$ cat config.mk
export PLATFORM = sky130hd
export DESIGN_NAME = dmem_responder
export DESIGN_NICKNAME = d
export VERILOG_FILES = /design/src/rtl/dmem_responder.sv
export SDC_FILE = /design/constraint.sdc
export NUM_CORES = 2
export LEC_CHECK = 0
export CORE_ASPECT_RATIO = 0.7
export CORE_MARGIN = 2
export CORE_UTILIZATION = 37
export DETAILED_ROUTE_END_ITERATION = 12
export DONT_BUFFER_PORTS = 1
export GPL_ROUTABILITY_DRIVEN = 0
export SETUP_SLACK_MARGIN = 0.5
export SLEW_MARGIN = 0
export SYNTH_ARGS = -nofsm -noshare
export SYNTH_HDL_FRONTEND = slang
export SYNTH_SLANG_ARGS = --single-unit
$ cat constraint.sdc
create_clock -name clk -period 8.5 [get_ports clk]
set_clock_uncertainty 0.05 [all_clocks]
set_input_delay 1.7 -clock clk [delete_from_list [all_inputs] [get_ports clk]]
set_output_delay 1.7 -clock clk [all_outputs]
set_load 0.01 [all_outputs]
$ cat src/rtl/dmem_responder.sv
// LC-3b MEM-stage data memory responder with programmable wait states.
// Define DMEM_RANGE_CHECK_EN to add mem_err for out-of-range addresses.
module dmem_responder #(
   parameter int DEPTH_WORDS = 256,
   parameter int LATENCY     = 2
) (
   input  logic        clk,
   input  logic        reset_n,
   input  logic [15:0] mem_address,
   input  logic [15:0] mem_wdata,
   input  logic        mem_read,
   input  logic        mem_write,
   input  logic [1:0]  mem_byte_enable,
   output logic        mem_resp,
`ifdef DMEM_RANGE_CHECK_EN
   output logic        mem_err,
`endif
   output logic [15:0] mem_rdata
);

   localparam int IW = $clog2(DEPTH_WORDS);

   typedef enum logic [1:0] {
      S_IDLE,
      S_WAIT,
      S_RESP
   } state_e;

   state_e        state_q, state_d;
   logic [3:0]    cnt_q, cnt_d;
   logic          resp_q, resp_d;
   logic [15:0]   rdata_q, rdata_d;
   logic [15:0]   mem_q [DEPTH_WORDS];

   logic [IW-1:0] idx;
   logic          req;
   logic          enter;
   logic          oor;
   logic          we_lo;
   logic          we_hi;

   assign req = mem_read | mem_write;
   assign idx = mem_address[IW:1];

`ifdef DMEM_RANGE_CHECK_EN
   logic err_q, err_d;
   assign oor = (mem_address >> (IW + 1)) != 16'h0000;
`else
   assign oor = 1'b0;
`endif

   always_comb begin
      state_d = state_q;
      cnt_d   = cnt_q;
      unique case (state_q)
         S_IDLE: begin
            if (req) begin
               if (LATENCY == 1) begin
                  state_d = S_RESP;
               end else begin
                  cnt_d   = 4'(LATENCY - 2);
                  state_d = S_WAIT;
               end
            end
         end
         S_WAIT: begin
            if (!req) begin
               state_d = S_IDLE;
            end else if (cnt_q == 4'd0) begin
               state_d = S_RESP;
            end else begin
               cnt_d = cnt_q - 4'd1;
            end
         end
         S_RESP: state_d = S_IDLE;
         default: state_d = S_IDLE;
      endcase
   end

   // The array is touched only on the edge that enters RESP.
   always_comb begin
      enter   = (state_d == S_RESP);
      resp_d  = enter;
      rdata_d = rdata_q;
      if (enter && mem_read) begin
         rdata_d = oor ? 16'h0000 : mem_q[idx];
      end
      we_lo = enter & mem_write & mem_byte_enable[0] & ~oor & reset_n;
      we_hi = enter & mem_write & mem_byte_enable[1] & ~oor & reset_n;
`ifdef DMEM_RANGE_CHECK_EN
      err_d = enter & oor;
`endif
   end

   always_ff @(posedge clk or negedge reset_n) begin
      if (!reset_n) begin
         state_q <= S_IDLE;
         cnt_q   <= 4'd0;
         resp_q  <= 1'b0;
         rdata_q <= 16'h0000;
`ifdef DMEM_RANGE_CHECK_EN
         err_q   <= 1'b0;
`endif
      end else begin
         state_q <= state_d;
         cnt_q   <= cnt_d;
         resp_q  <= resp_d;
         rdata_q <= rdata_d;
`ifdef DMEM_RANGE_CHECK_EN
         err_q   <= err_d;
`endif
      end
   end

   always_ff @(posedge clk) begin
      if (we_lo) begin
         mem_q[idx][7:0] <= mem_wdata[7:0];
      end
      if (we_hi) begin
         mem_q[idx][15:8] <= mem_wdata[15:8];
      end
   end

   assign mem_resp  = resp_q;
   assign mem_rdata = rdata_q;
`ifdef DMEM_RANGE_CHECK_EN
   assign mem_err   = err_q;
`endif

endmodule

==> out/results.ini <==
[clocking]
cts_resized = 0
cts.sinks = 4119
cts-hold-fix-buffers = 0
htree_num_levels = 5
clk_path_buf_depth = 4
cts_buffers = 371
clkLatencyLatePin_ns = 0.92
postCtsSetupRepairBufs = 0
cts-root-buf = clkbuf_16
cts_tree = built
cts.clk_slew.worst_paths_ns = 0.06

[power]
power_density_mw_per_mm2 = 229
vdd_ir_drop_max_mv = 0.191
power_mw = 40.9
p_leak_nw = 54.3
pwr-share-seq_pct = 55.1
power_frac_comb_pct = 4.5
p_int_mw = 32.2
sw_frac_of_total_pct = 21.2
pwr-share-clk_pct = 40.4
p_switching_mw = 8.65

[die]
num_rows = 201
io_pins = 55
start_util_pct = 37.1
fp.dieW_microns = 788
dieArea_sq_mm = 0.435
die_h_microns = 553
coreArea_sq_mm = 0.428

[worst_setup_path]
path_class = in -> reg
worstPathArrival_ns = 7.73
ff2ff_path_depth = 8
reg2reg_slack_ns = 3.69
rr_startpoint = cnt_q[0]
crit_path_max_fanout = 216
crit_required_ns = 9.18
cp-start-kind = input pin
timing.rr.end = mem_q[88][10]
worstSetupEndpointType = flop

[routing]
via_per_inst = 5.82
wl_per_cell_microns = 32.0
post-route-drc-count = 0
drtIter0Drc = 12100
postRouteAntennaNets = 0
routed_wl_mm = 432
drt_first_pass_iters = 6
vias = 78500

[logic_synthesis]
synth_area_per_cell_sq_um = 21.9
synth_cells = 7269
yosys.area.top_type_share_pct = 77.3
synthArstFlopShare_pct = 0.558
synth.distinct_cells = 65
yosysWarnings = 0
netlist_area_sq_mm = 0.159
yosysTopAreaCell = edfxtp_1
syn_nets = 7309
ys_ff_latch = 4119
synth_edf_count = 4096
yosysSeqAreaShare_pct = 77.7
synthTopCellsByArea = edfxtp_1, mux4_2, mux2i_1
ys.flop_type = edfxtp_1

[timing]
maxSlewViolCount = 407
worst_pin_slew_ns = 1.70
slew_headroom_pct = -13.6
setup_viol = 0
rsz0062_at_grt = false
period_share_pct = 82.9
fmax_mhz = 142
hold_viol = 0
fin_tns_setup_ns = 0
period_needed_ns = 7.05

[global_routing]
grt_pass1_wl_mm = 599
track_usage_pct = 19.3
grt_antenna_before_repair = 31
overflow = 0
grt_max_degree = 257
first_global_vias = 76400

[finish]
instances_no_fill = 13500
finalInstanceArea_sq_mm = 0.178
syn2layout_area_growth_pct = 12.1
final_common_cell = edfxtp_1
drive_above_1_share_pct = 24.3
final_cell_mix = edfxtp_1, mux4_2, nor2_1
nets = 7549

[place]
dpl_cell_area_sq_mm = 0.167
hpwl_mm = 250
port_buffers = 0
place_inst = 12800

[run_status]
outcome = finished with violations
violations = max-slew violations

[hold_path]
hold_path_class = in -> async

[flow_run]
cap_violations = 0

-- worst max path at each step --
stage,startpoint,end,slack [ns],cells past startpoint
after floorplan,mem_address[1],mem_q[117][10],4.20,10
after global placement,mem_address[2],mem_rdata[5],0.85,9
after detailed placement,mem_address[2],mem_rdata[5],0.80,9
after CTS,mem_address[2],mem_rdata[5],1.81,9
after global routing,mem_address[2],mem_rdata[5],1.46,9
final,mem_address[2],mem_rdata[5],1.45,9
-- cells by family after synthesis --
kind of cell | after synthesis | share of synthesized area (%)
compound gates | 534 | 2.36
flops | 4119 | 77.7
mux | 1320 | 16.2
fa+ha+maj | 2 | 0.0157
simple gates | 847 | 2.29
buf+inv | 447 | 1.48
-- synth_stat cells, types with 27 or more instances --
cell,n
edfxtp_1,4096
mux4_2,997
nor2_1,565
mux2i_1,288
clkbuf_1,170
o22ai_1,140
buf_2,135
a22oi_1,115
nand2_1,90
buf_4,81
nand3_1,61
o21ai_0,53
a21oi_1,46
mux2_2,35
buf_6,28
a31oi_1,27
-- per-layer routing --
layer  vias up  track usage [%]  routed length (microns)
li1      31100                -                        -
met1     42400             29.5                   182000
met2      4432             26.8                   182000
met3       534             6.40                    59100
met4        10             4.00                     9150
met5         -                0                       59
-- through the flow --
step / setup slack [ns] / util, % / hold WS (ns)
after global routing: 1.46 / 41.6 / 0.367
after CTS: 1.81 / 41.6 / 0.344
after floorplan: 4.20 / - / 0.439
after global placement: 0.847 / 38.9 / 0.468
final: 1.45 / 41.6 / 0.420
after detailed placement: 0.800 / 38.9 / 0.488
-- final cells by class --
type | count | area, sq um
clock inverter | 199 | 1830
multi-input combinational | 2703 | 33300
tap | 5684 | 7110
sequential | 4119 | 124000
clock buffer | 462 | 9750
antenna | 7 | 17.5
fill | 36700 | 250000
inverter | 9 | 41.3
timing repair buffer | 305 | 2670
-- state kept, by name, summed over array words and instances (netlist names) --
| register | flops |
|---|---|
| mem_resp | 1 |
| state_q | 2 |
| cnt_q | 4 |
| mem_rdata | 16 |
| mem_q | 4096 |
-- power groups by stage --
stage / Clock (mW) / Sequential, mW / Combinational, mW
6_report: 16.5 / 22.5 / 1.85
5_1_grt: 17.5 / 22.5 / 1.92
4_1_cts: 16.7 / 22.5 / 1.82
3_5_place_dp: 0 / 23.0 / 1.82
3_3_place_gp: 0 / 23.0 / 1.81
2_1_floorplan: 0 / 22.9 / 1.14
-- critical path: stages --
cell and delay, ns:
buf_16 0.54, buf_16 0.61, buf_16 0.74, buf_16 0.96, mux4_2 0.44, mux4_2 0.46
a32oi_1 0.59, and4_1 0.49, a41oi_1 0.16
(Power assumes the default switching activity.)
